--- src/rtl/vga_sprite_engine_if.sv ---
// rtl/vga_sprite_engine_if.sv - control, bitmap and video signals of the sprite engine
interface vga_sprite_engine_if #(
    parameter int COLOR_W  = 3,
    parameter int SPR_SIZE = 16
);
    localparam int ROW_W = (SPR_SIZE > 1) ? $clog2(SPR_SIZE) : 1;

    logic                   mv_up;
    logic                   mv_dn;
    logic                   mv_lf;
    logic                   mv_rt;
    logic                   stop;
    logic                   bounce_en;
    logic [3*COLOR_W-1:0]   fg_rgb;
    logic [3*COLOR_W-1:0]   border_rgb;
    logic                   bm_we;
    logic [ROW_W-1:0]       bm_row;
    logic [SPR_SIZE-1:0]    bm_data;
    logic [COLOR_W-1:0]     vga_r;
    logic [COLOR_W-1:0]     vga_g;
    logic [COLOR_W-1:0]     vga_b;
    logic                   vga_hs;
    logic                   vga_vs;
    logic                   frame_start;
    logic [9:0]             spr_x;
    logic [9:0]             spr_y;

    modport master (
        output mv_up, mv_dn, mv_lf, mv_rt, stop, bounce_en,
        output fg_rgb, border_rgb, bm_we, bm_row, bm_data,
        input  vga_r, vga_g, vga_b, vga_hs, vga_vs, frame_start, spr_x, spr_y
    );

    modport slave (
        input  mv_up, mv_dn, mv_lf, mv_rt, stop, bounce_en,
        input  fg_rgb, border_rgb, bm_we, bm_row, bm_data,
        output vga_r, vga_g, vga_b, vga_hs, vga_vs, frame_start, spr_x, spr_y
    );
endinterface

--- src/rtl/vga_sprite_engine.sv ---
// rtl/vga_sprite_engine.sv - VGA timing with one movable bitmap sprite and a border
module vga_sprite_engine #(
    parameter int CLK_DIV  = 4,
    parameter int COLOR_W  = 3,
    parameter int H_PIXELS = 640,
    parameter int H_FP     = 16,
    parameter int H_PULSE  = 96,
    parameter int H_BP     = 48,
    parameter int V_PIXELS = 480,
    parameter int V_FP     = 10,
    parameter int V_PULSE  = 2,
    parameter int V_BP     = 33,
    parameter bit H_POL    = 1'b0,
    parameter bit V_POL    = 1'b0,
    parameter int SPR_SIZE = 16,
    parameter int STEP     = 1,
    parameter int INIT_X   = 320,
    parameter int INIT_Y   = 240
) (
    input  logic              CLK100MHz,
    input  logic              reset,
    vga_sprite_engine_if.slave bus
);
    localparam int H_TOTAL = H_PIXELS + H_FP + H_PULSE + H_BP;
    localparam int V_TOTAL = V_PIXELS + V_FP + V_PULSE + V_BP;
    localparam int DIV_W   = $clog2(CLK_DIV);
    localparam int HW      = $clog2(H_TOTAL);
    localparam int VW      = $clog2(V_TOTAL);
    localparam int SW      = (SPR_SIZE > 1) ? $clog2(SPR_SIZE) : 1;
    localparam int RGB_W   = 3 * COLOR_W;

    localparam logic signed [10:0] X_MAX  = 11'(H_PIXELS - SPR_SIZE);
    localparam logic signed [10:0] Y_MAX  = 11'(V_PIXELS - SPR_SIZE);
    localparam logic signed [10:0] STEP_P = 11'(STEP);
    localparam logic signed [10:0] STEP_N = 11'(-STEP);

    typedef struct packed {
        logic [9:0]  pos;
        logic [10:0] vel;
    } axis_t;

    // One frame of motion on one axis: clamp to [0, lim], then reverse or kill velocity.
    function automatic axis_t step_axis(input logic [9:0] pos, input logic signed [10:0] vel,
                                        input logic signed [10:0] lim, input logic bounce);
        axis_t r;
        logic signed [10:0] nx;
        nx    = $signed({1'b0, pos}) + vel;
        r.pos = nx[9:0];
        r.vel = vel;
        if (nx < 11'sd0) begin
            r.pos = '0;
            r.vel = bounce ? -vel : '0;
        end else if (nx > lim) begin
            r.pos = lim[9:0];
            r.vel = bounce ? -vel : '0;
        end
        return r;
    endfunction

    logic [DIV_W-1:0]     div;
    logic                 pix_ce;
    logic [HW-1:0]        h_cnt;
    logic [VW-1:0]        v_cnt;
    logic [SPR_SIZE-1:0]  bitmap [SPR_SIZE];
    logic [9:0]           spr_x, spr_y;
    logic signed [10:0]   vx, vy;
    logic [RGB_W-1:0]     rgb;
    logic                 hs, vs, frame_start;

    logic                 visible, on_border, in_x, in_y, spr_on, at_update;
    logic                 hs_next, vs_next;
    logic [10:0]          h_ext, v_ext, sx_ext, sy_ext;
    logic [SW-1:0]        dx, dy, col;
    logic [SPR_SIZE-1:0]  row_bits;
    logic [RGB_W-1:0]     rgb_next;
    axis_t                ax, ay;
    logic [9:0]           spr_x_next, spr_y_next;
    logic signed [10:0]   vx_next, vy_next;

    assign pix_ce = (div == DIV_W'(CLK_DIV - 1));

    always_ff @(posedge CLK100MHz) begin
        if (reset) begin
            div <= '0;
        end else if (pix_ce) begin
            div <= '0;
        end else begin
            div <= div + 1'b1;
        end
    end

    always_ff @(posedge CLK100MHz) begin
        if (reset) begin
            h_cnt <= '0;
            v_cnt <= '0;
        end else if (pix_ce) begin
            if (h_cnt == HW'(H_TOTAL - 1)) begin
                h_cnt <= '0;
                v_cnt <= (v_cnt == VW'(V_TOTAL - 1)) ? '0 : v_cnt + 1'b1;
            end else begin
                h_cnt <= h_cnt + 1'b1;
            end
        end
    end

    always_comb begin
        h_ext     = 11'(h_cnt);
        v_ext     = 11'(v_cnt);
        sx_ext    = {1'b0, spr_x};
        sy_ext    = {1'b0, spr_y};
        visible   = (h_cnt < HW'(H_PIXELS)) && (v_cnt < VW'(V_PIXELS));
        on_border = (h_cnt == '0) || (h_cnt == HW'(H_PIXELS - 1)) ||
                    (v_cnt == '0) || (v_cnt == VW'(V_PIXELS - 1));
        in_x      = (h_ext >= sx_ext) && (h_ext < sx_ext + 11'(SPR_SIZE));
        in_y      = (v_ext >= sy_ext) && (v_ext < sy_ext + 11'(SPR_SIZE));
        dx        = SW'(h_ext - sx_ext);
        dy        = SW'(v_ext - sy_ext);
        col       = SW'(SPR_SIZE - 1) - dx;
        row_bits  = bitmap[dy];
        spr_on    = in_x && in_y && row_bits[col];
        rgb_next  = '0;
        if (visible) begin
            if (on_border) begin
                rgb_next = bus.border_rgb;
            end else if (spr_on) begin
                rgb_next = bus.fg_rgb;
            end
        end
        hs_next = ((h_cnt >= HW'(H_PIXELS + H_FP)) &&
                   (h_cnt <  HW'(H_PIXELS + H_FP + H_PULSE))) ? H_POL : ~H_POL;
        vs_next = ((v_cnt >= VW'(V_PIXELS + V_FP)) &&
                   (v_cnt <  VW'(V_PIXELS + V_FP + V_PULSE))) ? V_POL : ~V_POL;
        at_update = pix_ce && (h_cnt == '0) && (v_cnt == VW'(V_PIXELS));
    end

    // Key pulses override the bounce/clamp result, so a same-cycle request governs the next frame.
    always_comb begin
        ax         = step_axis(spr_x, vx, X_MAX, bus.bounce_en);
        ay         = step_axis(spr_y, vy, Y_MAX, bus.bounce_en);
        spr_x_next = spr_x;
        spr_y_next = spr_y;
        vx_next    = vx;
        vy_next    = vy;
        if (at_update) begin
            spr_x_next = ax.pos;
            spr_y_next = ay.pos;
            vx_next    = ax.vel;
            vy_next    = ay.vel;
        end
        if (bus.stop) begin
            vx_next = '0;
            vy_next = '0;
        end else begin
            if (bus.mv_lf && !bus.mv_rt) vx_next = STEP_N;
            if (bus.mv_rt && !bus.mv_lf) vx_next = STEP_P;
            if (bus.mv_up && !bus.mv_dn) vy_next = STEP_N;
            if (bus.mv_dn && !bus.mv_up) vy_next = STEP_P;
        end
    end

    always_ff @(posedge CLK100MHz) begin
        if (reset) begin
            spr_x <= 10'(INIT_X);
            spr_y <= 10'(INIT_Y);
            vx    <= '0;
            vy    <= '0;
        end else begin
            spr_x <= spr_x_next;
            spr_y <= spr_y_next;
            vx    <= vx_next;
            vy    <= vy_next;
        end
    end

    always_ff @(posedge CLK100MHz) begin
        if (reset) begin
            for (int i = 0; i < SPR_SIZE; i++) begin
                bitmap[i] <= '1;
            end
        end else if (bus.bm_we && ({1'b0, bus.bm_row} < (SW + 1)'(SPR_SIZE))) begin
            bitmap[bus.bm_row] <= bus.bm_data;
        end
    end

    always_ff @(posedge CLK100MHz) begin
        if (reset) begin
            rgb         <= '0;
            hs          <= ~H_POL;
            vs          <= ~V_POL;
            frame_start <= 1'b0;
        end else begin
            frame_start <= at_update;
            if (pix_ce) begin
                rgb <= rgb_next;
                hs  <= hs_next;
                vs  <= vs_next;
            end
        end
    end

    assign bus.vga_r       = rgb[RGB_W-1 -: COLOR_W];
    assign bus.vga_g       = rgb[2*COLOR_W-1 -: COLOR_W];
    assign bus.vga_b       = rgb[COLOR_W-1:0];
    assign bus.vga_hs      = hs;
    assign bus.vga_vs      = vs;
    assign bus.frame_start = frame_start;
    assign bus.spr_x       = spr_x;
    assign bus.spr_y       = spr_y;
endmodule

--- src/flat_wrapper.sv ---
// flat-port wrapper written by rule: the top's interface ports become plain ports
module vga_sprite_engine_flat 
#(
    parameter int CLK_DIV  = 4,
    parameter int COLOR_W  = 3,
    parameter int H_PIXELS = 640,
    parameter int H_FP     = 16,
    parameter int H_PULSE  = 96,
    parameter int H_BP     = 48,
    parameter int V_PIXELS = 480,
    parameter int V_FP     = 10,
    parameter int V_PULSE  = 2,
    parameter int V_BP     = 33,
    parameter bit H_POL    = 1'b0,
    parameter bit V_POL    = 1'b0,
    parameter int SPR_SIZE = 16,
    parameter int STEP     = 1,
    parameter int INIT_X   = 320,
    parameter int INIT_Y   = 240
)
  (CLK100MHz, reset, bus_mv_up, bus_mv_dn, bus_mv_lf, bus_mv_rt, bus_stop, bus_bounce_en, bus_fg_rgb, bus_border_rgb, bus_bm_we, bus_bm_row, bus_bm_data, bus_vga_r, bus_vga_g, bus_vga_b, bus_vga_hs, bus_vga_vs, bus_frame_start, bus_spr_x, bus_spr_y);
  vga_sprite_engine_if #(.COLOR_W(COLOR_W), .SPR_SIZE(SPR_SIZE)) bus_i ();
  input  logic CLK100MHz;
  input  logic reset;
  input wire logic [$bits(bus_i.mv_up)-1:0] bus_mv_up;
  input wire logic [$bits(bus_i.mv_dn)-1:0] bus_mv_dn;
  input wire logic [$bits(bus_i.mv_lf)-1:0] bus_mv_lf;
  input wire logic [$bits(bus_i.mv_rt)-1:0] bus_mv_rt;
  input wire logic [$bits(bus_i.stop)-1:0] bus_stop;
  input wire logic [$bits(bus_i.bounce_en)-1:0] bus_bounce_en;
  input wire logic [$bits(bus_i.fg_rgb)-1:0] bus_fg_rgb;
  input wire logic [$bits(bus_i.border_rgb)-1:0] bus_border_rgb;
  input wire logic [$bits(bus_i.bm_we)-1:0] bus_bm_we;
  input wire logic [$bits(bus_i.bm_row)-1:0] bus_bm_row;
  input wire logic [$bits(bus_i.bm_data)-1:0] bus_bm_data;
  output wire logic [$bits(bus_i.vga_r)-1:0] bus_vga_r;
  output wire logic [$bits(bus_i.vga_g)-1:0] bus_vga_g;
  output wire logic [$bits(bus_i.vga_b)-1:0] bus_vga_b;
  output wire logic [$bits(bus_i.vga_hs)-1:0] bus_vga_hs;
  output wire logic [$bits(bus_i.vga_vs)-1:0] bus_vga_vs;
  output wire logic [$bits(bus_i.frame_start)-1:0] bus_frame_start;
  output wire logic [$bits(bus_i.spr_x)-1:0] bus_spr_x;
  output wire logic [$bits(bus_i.spr_y)-1:0] bus_spr_y;
  assign bus_i.mv_up = bus_mv_up;
  assign bus_i.mv_dn = bus_mv_dn;
  assign bus_i.mv_lf = bus_mv_lf;
  assign bus_i.mv_rt = bus_mv_rt;
  assign bus_i.stop = bus_stop;
  assign bus_i.bounce_en = bus_bounce_en;
  assign bus_i.fg_rgb = bus_fg_rgb;
  assign bus_i.border_rgb = bus_border_rgb;
  assign bus_i.bm_we = bus_bm_we;
  assign bus_i.bm_row = bus_bm_row;
  assign bus_i.bm_data = bus_bm_data;
  assign bus_vga_r = bus_i.vga_r;
  assign bus_vga_g = bus_i.vga_g;
  assign bus_vga_b = bus_i.vga_b;
  assign bus_vga_hs = bus_i.vga_hs;
  assign bus_vga_vs = bus_i.vga_vs;
  assign bus_frame_start = bus_i.frame_start;
  assign bus_spr_x = bus_i.spr_x;
  assign bus_spr_y = bus_i.spr_y;
  vga_sprite_engine #(.CLK_DIV(CLK_DIV), .COLOR_W(COLOR_W), .H_PIXELS(H_PIXELS), .H_FP(H_FP), .H_PULSE(H_PULSE), .H_BP(H_BP), .V_PIXELS(V_PIXELS), .V_FP(V_FP), .V_PULSE(V_PULSE), .V_BP(V_BP), .H_POL(H_POL), .V_POL(V_POL), .SPR_SIZE(SPR_SIZE), .STEP(STEP), .INIT_X(INIT_X), .INIT_Y(INIT_Y)) u_core (.CLK100MHz(CLK100MHz), .reset(reset), .bus(bus_i));
endmodule
--- config.mk ---
export PLATFORM = sky130hd
export DESIGN_NAME = vga_sprite_engine_flat
export DESIGN_NICKNAME = d
export VERILOG_FILES = /design/src/rtl/vga_sprite_engine_if.sv /design/src/rtl/vga_sprite_engine.sv /design/src/flat_wrapper.sv
export SDC_FILE = /design/constraint.sdc
export NUM_CORES = 1
export LEC_CHECK = 0
export ABC_CLOCK_PERIOD_IN_PS = 4300
export CAP_MARGIN = 20
export CORE_ASPECT_RATIO = 0.8
export CORE_MARGIN = 5
export CORE_UTILIZATION = 54
export DETAILED_ROUTE_END_ITERATION = 10
export GPL_TIMING_DRIVEN = 0
export MAX_ROUTING_LAYER = met4
export PLACE_DENSITY = 0.72
export SLEW_MARGIN = 10
export SYNTH_ARGS = -nofsm -noshare
export SYNTH_HDL_FRONTEND = slang
export SYNTH_SLANG_ARGS = --single-unit
--- constraint.sdc ---
create_clock -name CLK100MHz -period 4.3 [get_ports CLK100MHz]
set_input_delay 0.43 -clock CLK100MHz [delete_from_list [all_inputs] [get_ports CLK100MHz]]
set_output_delay 0.43 -clock CLK100MHz [all_outputs]
set_load 0.01 [all_outputs]
Word level (Yosys, flattened, before mapping)

Memories as Yosys holds them, arrays and structs flattened.
Cells that the tools add are included.
W data, S select, Z words.

Register bits: 76
Bits in writable memories: 256
Output and inout bits: 32
Memories: 1

Add/subtract/negate cells: 12
$lt $le $gt $ge: 15
Eq/ne operators: 6
Multiplexer cells: 29
Reduce and logical (&&, ||, !) cells: 40

Memory list:

| name          | depth | bits a word | rd ports | clocked after Yosys merged registers in | wr ports | RTL line                | text |
|---|---|---|---|---|---|---|---|
| u_core.bitmap | 16    | 16          | 1        | 0                                       | 16       | vga_sprite_engine.sv:64 | `logic [SPR_SIZE-1:0] bitmap [SPR_SIZE];` |

Operators with widths:

| kind                    | number |
|---|---|
| $mux W21                | 4 |
| $mux W11                | 6 |
| $eq A10 B10 Y1 const B  | 3 |
| $mux W9                 | 3 |
| $add A10 B5 Y11 const B | 2 |
| $add A11 B11 Y11        | 2 |
| $lt A10 B11 Y1          | 2 |
| $lt A11 B1 Y1 const B   | 2 |
| $neg A11 Y11            | 2 |
| $add A10 B1 Y10 const B | 2 |
| $eq A10 B9 Y1 const B   | 2 |
| $ge A10 B10 Y1          | 2 |
| $logic_not A10 Y1       | 2 |
| $lt A10 B10 Y1 const B  | 2 |
| $lt A10 B9 Y1 const B   | 2 |
| $mux W10                | 2 |
| $mux W16                | 1 |
| $reduce_or A16 Y1       | 1 |
| $logic_and A1 B1 Y1     | 13 |
| $reduce_bool A3 Y1      | 4 |
| $gt A11 B10 Y1 const B  | 1 |
| $gt A11 B11 Y1 const B  | 1 |
| $mux W1                 | 11 |
| $ge A10 B10 Y1 const B  | 1 |
| 15 further kinds        | 29 |

Longest topological paths before layout

Depth in word-level cells: 8
Mapped depth: 15
Depth with buffers taken out: 12

Least setup slack after synthesis

No wires, ideal clock.

Kind: register -> register
From: register u_core.spr_y[0] (netlist: u_core.bus.spr_y[0])
To: register u_core.rgb[0]
Data arrival time: 3.142 ns
Required time: 4.174 ns
Path slack: 1.032 ns
Stages on the path, launching flop included: 15
Path buffers: 4
Clock period less this slack: 3.268 ns
Path through: dfxtp_1 > ha_1 > inv_1 > fa_1 > buf_2 > buf_2 > buf_2 > buf_2 > mux4_2 > nor4_1 > a21oi_1 > nand4_1 > a41oi_2 > o2111ai_4 > o21ai_2

Cells in the longest elaborated chain, start to end: 8
Elaborated cells on any way between the ends: 13
Classes of those cells: add/sub (2); order compare (2); mux (5); reduce/logical (3); memory (1)

Ends and longest elaborated chain:

| what                                                                        | RTL line                                           | text |
|---|---|---|
| start, declared                                                             | vga_sprite_engine.sv:65                            | `logic [9:0] spr_x, spr_y;` |
| start signal, assigned                                                      | vga_sprite_engine.sv:164                           | `spr_y <= 10'(INIT_Y);` |
| start signal, assigned                                                      | vga_sprite_engine.sv:169                           | `spr_y <= spr_y_next;` |
| $sub A4 B4 Y4 / $add A10 B5 Y11 (equally long branches)                     | vga_sprite_engine.sv:117, vga_sprite_engine.sv:115 |  |
| $mem_v2 Z16 W16 / $lt A10 B11 Y1 (equally long branches)                    | n/a                                                |  |
| $bmux W1 S4 / $logic_and A1 B1 Y1 (equally long branches)                   | vga_sprite_engine.sv:120, vga_sprite_engine.sv:115 |  |
| $mux W1 (implied by the code) / $logic_and A1 B1 Y1 (equally long branches) | vga_sprite_engine.sv:120                           | `spr_on = in_x && in_y && row_bits[col];` |
| $logic_and A1 B1 Y1 (*)                                                     | vga_sprite_engine.sv:120                           |  |
| $mux W9 (*)                                                                 | vga_sprite_engine.sv:125                           | `end else if (spr_on) begin` |
| $mux W9 (*)                                                                 | vga_sprite_engine.sv:123                           | `if (on_border) begin` |
| $mux W9 (*)                                                                 | vga_sprite_engine.sv:122                           | `if (visible) begin` |
| end signal, assigned                                                        | vga_sprite_engine.sv:194                           | `rgb <= rgb_next;` |
| end, declared                                                               | vga_sprite_engine.sv:67                            | `logic [RGB_W-1:0] rgb;` |

Mark *: on every way between the ends. The rest lies on a longest branch, timed or not. The select of a mux whose other input is x is not followed.
A chain may end at the register's enable or synchronous reset.

Worst setup path in the final report

From: register u_core.spr_y[0] (netlist: u_core.bus.spr_y[0])
To: register u_core.rgb[8]

Same word-level chain as after synthesis.

==> results.py <==
metrics = {
    "die": {
        "chipWidth_um": 212.3,
        "core_area_sq_um": 32410,
        "rows": 59,
        "die_h_um": 171.9,
        "io_pins": 79,
        "die-area_sq_um": 36490,
        "start_util_pct": 54.56,
    },
    "timing": {
        "fin_skew_ns": 0.009487,
        "fmax_mhz": 241.4,
        "timing.final.crit_share_pct": 96.34,
        "period_minus_slack_ns": 4.143,
        "setup_tns_ns": 0,
        "hold_viol": 0,
        "setup-violations-final": 0,
        "maxSlewViolCount": 0,
        "rsz0062_at_grt": "false",
        "worst_slack_ns": 0.1574,
        "relSlewSlack_pct": 38.48,
        "tightest_slew_ns": 0.9228,
    },
    "worst_setup_path": {
        "cpPeakStageDelay_ns": 0.47,
        "path_buf_inv": 6,
        "critical-path-slowest-cell": "fa_1",
        "startpoint_type": "flip-flop",
        "crit_top_cell": "buf_4",
        "cp.arrival_ns": 4.55,
        "cp_max_fo": 10,
        "critPathKind": "reg -> reg",
        "required_ns": 4.70,
        "end_kind": "flip-flop",
        "crit_path_cell_trace": "ha_1 -> inv_1 -> fa_1 -> buf_2 -> buf_4 -> buf_4 -> buf_4 -> mux4_2 -> nor4_1 -> a21oi_1 -> nand4_1 -> a41oi_2 -> o2111ai_4 -> buf_12 -> o21ai_2",
        "critPathTopFamily": "buffers and inverters",
    },
    "drt": {
        "drcViolationCount": 0,
        "wirelength_mm": 49.06,
        "maxUsedRoutingLayer": "met4",
        "drt-vias-per-instance": 6.176,
        "wl_per_cell_um": 23.86,
        "met2_length_mm": 20.38,
        "drt_first_iter_violations": 1415,
        "vias": 12698,
        "drtAntennaViolNets": 0,
        "wl_met3_mm": 5.887,
        "first_pass_iters": 5,
        "wl_met1_mm": 22.14,
    },
    "pwr": {
        "internal-power_uw": 5689,
        "leakagePower_uw": 0.006935,
        "vdd_drop_max_v": 0.0002448,
        "power_density_nw_per_um2": 361.5,
        "combPwrFrac_pct": 6.8,
        "switchingPower_uw": 1624,
        "switching_share_pct": 22.21,
        "clkPwrFrac_pct": 43.2,
        "p_seq_share_pct": 50.0,
    },
    "clock_network": {
        "clkSinkCount": 332,
        "cts-buffers-inserted": 35,
        "clk_latency_ns": 0.52,
        "cts_tree": "yes",
        "htreeDepth": 2,
        "max-clock-path-buffers": 3,
        "path_clk_slew_ns": 0.06,
        "postCtsHoldBufs": 0,
        "clockRootBuffer": "clkbuf_16",
    },
    "place": {
        "place_hpwl_mm": 35.62,
        "dp_slack_ns": -0.2962,
        "finalWeightedCongestion": 0.9969,
        "port_buffers": 78,
    },
    "finish": {
        "nets": 1719,
        "drive_gt1_share_pct": 20.22,
        "area_growth_pct": 14.42,
    },
    "synthesis": {
        "avgSynthCellArea_sq_um": 11.91,
        "yosys-top-cells-area": "edfxtp_1, dfxtp_1, mux4_2",
        "postSynthCellCount": 1485,
        "synthArstFlopShare_pct": 0,
        "yosysTopAreaCell": "edfxtp_1",
        "synth_top_area_share_pct": 43.48,
        "ys_seq_elements": 332,
        "yosysMostFrequentCell": "edfxtp_1",
        "synth-main-ff-cell": "edfxtp_1",
        "syn-num-nets": 1603,
        "synth_edf_count": 256,
        "synth.cell_area_sq_um": 17680,
        "synth_cell_types": 71,
        "synth.top_cells.by_count": "edfxtp_1, or2_2, nand2b_1",
        "yosysWarnings": 0,
        "ys_seq_area_share_pct": 52.08,
    },
    "global_route": {
        "first_global_vias": 12091,
        "grt_pass1_wl_mm": 73.54,
        "gr-usage-all-layers_pct": 27.56,
        "antenna_found_initial": 0,
        "grt_max_degree": 17,
        "overflow": 0,
    },
    "status": {
        "status": "finished clean",
    },
    "hold_path": {
        "worstHoldPathType": "reg -> reg",
    },
    "flow_run": {
        "drv_cap": 0,
    },
}
-- per-stage QoR --
stage,std cells,hold slack [ns],utilization [%],cell area [sq um],total power [uW]
after global placement,1990,0.4117,58.62,19000,4195
after floorplan,1485,0.4043,-,17680,3990
final,2056,0.4203,62.43,20230,7313
after CTS,2054,0.4246,62.39,20220,7340
after detailed placement,1990,0.4163,58.65,19010,4212
after global routing,2054,0.4422,62.41,20230,7534
-- sequential cells by signal, indices dropped and copies added, names as in the netlist --
register and count:
u_core.bus.spr_y 10, u_core.bus.vga_vs 1, u_core.rgb 9, u_core.vy 11, u_core.bus.vga_hs 1, u_core.div 2
u_core.v_cnt 10, u_core.bus.spr_x 10, u_core.bitmap 256, u_core.vx 11, u_core.bus.frame_start 1, u_core.h_cnt 10
-- kinds of logic after synthesis --
family	Yosys count	synth area share, %
buffers and inverters	134	3.354
flip-flops	332	52.08
adder cells (fa/ha/maj)	71	5.194
XOR/XNOR	41	2.031
AND/OR/NAND/NOR	605	19.49
multiplexers	66	8.265
AO/OA/AOI/OAI	236	9.581
-- worst register-to-register path: cells and delay by family, from the launching register on --
family          cells  cell delay (ns)
flops               1             0.43
compound gates      4             0.60
simple gates        2             0.46
fa+ha+maj           2             0.67
mux                 1             0.39
buf+inv             6             1.48
-- placed cells by master, fill, tap and decap left out, drive strengths merged, types with 11 or more instances in the layout --
master         instances
and2                  16
nor2                  65
clkinv                16
nor4                  12
dfxtp                 76
and3                  22
a21oi                 43
o21a                  12
clkdlybuf4s50         78
nand4                 13
edfxtp               256
xnor2                 25
xor2                  16
o21ai                 44
ha                    67
nor3b                 11
nand3                 36
a21o                  12
nand2b               100
buf                   22
a211oi                25
o311ai                21
clkbuf               105
or3                   45
mux4                  64
nand2                 65
nor3                  30
inv                   49
o211ai                25
or2                  166
-- power groups by stage --
stage                     Clock, uW  Combinational, uW  Sequential [uW]
after detailed placement          0                488             3720
after CTS                      3190                490             3660
after global routing           3330                534             3670
after global placement            0                479             3720
after floorplan                   0                289             3700
final                          3160                500             3660
-- final cells by class --
class / instances / area [sq um]
Antenna cell: 2 / 5.005
Buffer: 85 / 424.2
Clock buffer: 41 / 950.9
Clock inverter: 22 / 234.0
Fill cell: 2522 / 12180
Inverter: 49 / 183.9
Multi-Input combinational cell: 1019 / 7890
Sequential cell: 332 / 9209
Tap cell: 427 / 534.3
Timing Repair Buffer: 79 / 800.8
-- worst paths after layout --
check,from,end,slack (ns),cells past startpoint
worst max-delay path,u_core.bus.spr_y[0],u_core.rgb[8],0.16,15
worst min-delay path,u_core.div[0],u_core.div[0],0.42,1
worst max register to register,u_core.bus.spr_y[0],u_core.rgb[8],0.16,15
worst min register to register,u_core.div[0],u_core.div[0],0.42,1
-- what timing repair did --
| action | in CTS | in global routing |
|---|---|---|
| gates cloned | 0 | 0 |
| pin swaps | 1 | 0 |
| buffers inserted | 1 | 0 |
| endpoints found under the setup margin | 9 | 9 |
| gates resized for setup | 3 | 4 |
-- per-layer routing --
layer,GRT usage (%),vias to the layer above
met5,-,-
met4,4.117,0
met3,8.616,59
met2,37.10,594
met1,42.08,6281
li1,-,5764
Power figures use the tool's default switching activity.
==> RTL change: new RTL, same flow settings <==
`SPR_SIZE` is set to 16 in 3 places; all go to 32.
--- a/src/rtl/vga_sprite_engine_if.sv
+++ b/src/rtl/vga_sprite_engine_if.sv
@@ -2,5 +2,5 @@
 interface vga_sprite_engine_if #(
     parameter int COLOR_W  = 3,
-    parameter int SPR_SIZE = 16
+    parameter int SPR_SIZE = 32
 );
     localparam int ROW_W = (SPR_SIZE > 1) ? $clog2(SPR_SIZE) : 1;
--- a/src/rtl/vga_sprite_engine.sv
+++ b/src/rtl/vga_sprite_engine.sv
@@ -13,5 +13,5 @@
     parameter bit H_POL    = 1'b0,
     parameter bit V_POL    = 1'b0,
-    parameter int SPR_SIZE = 16,
+    parameter int SPR_SIZE = 32,
     parameter int STEP     = 1,
     parameter int INIT_X   = 320,
--- a/src/flat_wrapper.sv
+++ b/src/flat_wrapper.sv
@@ -14,5 +14,5 @@
     parameter bit H_POL    = 1'b0,
     parameter bit V_POL    = 1'b0,
-    parameter int SPR_SIZE = 16,
+    parameter int SPR_SIZE = 32,
     parameter int STEP     = 1,
     parameter int INIT_X   = 320,
Interface: changed (resized bus_bm_data and bus_bm_row); port bits go from 79 to 96. No check against the original RTL was run, so the function may have changed too.
==> RTL change against the unedited design <==
- the run now ends with setup timing left
- die area rose to 2.8 times the old value
- final cell count rose to 2.7 times the old value
- cell area rose to 3.0 times the old value
- non-clock buffer count up 392
- count of clock-buffer cells in the layout up 99
- clock skew up 0.0063 ns
- critical endpoint is now u_core.rgb[6]
- highest routed layer unchanged
- utilization up 0.79 points
- setup slack worse by 0.38 ns
- largest power group unchanged
- routed wire length rose to 4.0 times the old value
- area after synthesis rose to 3.0 times the old value
- total power rose to 3.2 times the old value
- sequential cell count up 768
==> RTL change: results (changes against the unedited design) <==
- Status: complete, but fails checks
- Violated checks: setup timing
- Clk Latency, worst-skew pair: 0.69 ns (+0.17 ns)
- Multi-input gate count: 2301 (+130%)
- Non-CTS buffers: 556 (+240%)
- Inverters: 60 (+22%)
- Largest net degree at the start of global routing: 24 (+7)
- Switching power: 5.348 mW (+230%)
- Critical Path AT: 5.09 ns (+0.54 ns)
- CTS resizes: 282 (+279)
- DRT iter0 DRCs: 6625 (+370%)
- Post-synth cell types: 77 (+8.5%)
- Seq pwr share: 0.532 (+0.032)
- Post-synth top cells: edfxtp_1 (1024), or3_1 (525), or2_2 (516)
- Post-synth EDFFs: 1024 (+300%)
- Met3 Resource Use GR: 0.1377 (+0.05155)
- Layout cells sized above 1: 0.2832 (+0.08096)
- TritonRoute pass-1 iters: 6 (+1)
- Max incr delay on CP: 0.65 ns (+0.18 ns)
- Routed vias/inst: 6.859 (+11%)
- Routability-driven placement congestion ratio: 1.043 (+4.6%)
- Max VDD drop: 0.0003417 V (+40%)
- Final setup viols: 9 (+9)
- Setup repair bufs after CTS: 22 (+21)
- Max-slew headroom: 0.2272 (-0.1576)
- Total track usage: 0.3876 (+0.1121)
- Final instance area: 61160 sq um (+200%)
- # clk buffers: 140 (+240%)
- Reg area: 32280 sq um (+250%)
- Met2 wire length: 81.41 mm (+300%)
- I/O Buffers: 95 (+22%)
- Setup WS post-layout: -0.2224 ns (-0.3798 ns)
- Total Neg Setup Slack: -1.816 ns (-1.816 ns)
- Clock Sink Count: 1100 (+230%)
- Worst Hold Class: input port to register
- Logic power comb: 1.52 mW (+200%)
- Ant diodes: 8 (+6)
- CTS buffer count: 108 (+210%)
- Max Fclk: 221.1 MHz (-8.4%)
- HPWL after detailed placement: 138.9 mm (+290%)
- Largest cells by area after synthesis: edfxtp_1 (58%), mux4_2 (11%), or3_1 (6.2%)
- Vias in the first global route: 35940 (+200%)
- GRT met1 Usage: 0.5152 (+0.09435)
- Filler cells: 7305 (+190%)
- Sequential cell area fraction in the yosys report: 0.6127 (+0.09192)
- Layout Skew: 0.01581 ns (+0.006319 ns)
- Non-clock buffers, area share: 0.07387 (+0.01333)
- Final nets: 4261 (+150%)
- Per-cell routed wire length: 35.97 microns (+51%)
==> RTL change: worst paths after layout <==
path	end	startpoint	slack, ns
setup / recovery	u_core.rgb[6]	u_core.bus.spr_y[0]	-0.22
hold / removal	u_core.rgb[4]	bus_fg_rgb[4]	0.31
setup reg to reg	u_core.rgb[6]	u_core.bus.spr_y[0]	-0.22
hold reg to reg	u_core.div[0]	u_core.div[0]	0.45
==> RTL change: kinds of logic after synthesis <==
logic type                 Yosys count  synth area share
AOI/OAI and AO/OA                  291           0.03768
xor gates and xnor gates            46          0.007650
adders and majority gates           70           0.01720
buffers and inverters              443           0.03419
DFF                               1100            0.6127
muxes                              283            0.1164
and+or+nand+nor                   1611            0.1742
==> RTL change: critical path: cells and delay by family, from the launching register on <==
family	cells	cell delay (ns)
multiplexers	1	0.38
flip-flops	1	0.42
AND/OR/NAND/NOR	4	0.57
adder cells (fa/ha/maj)	2	0.81
buffers and inverters	8	1.26
AO/OA/AOI/OAI	4	0.94
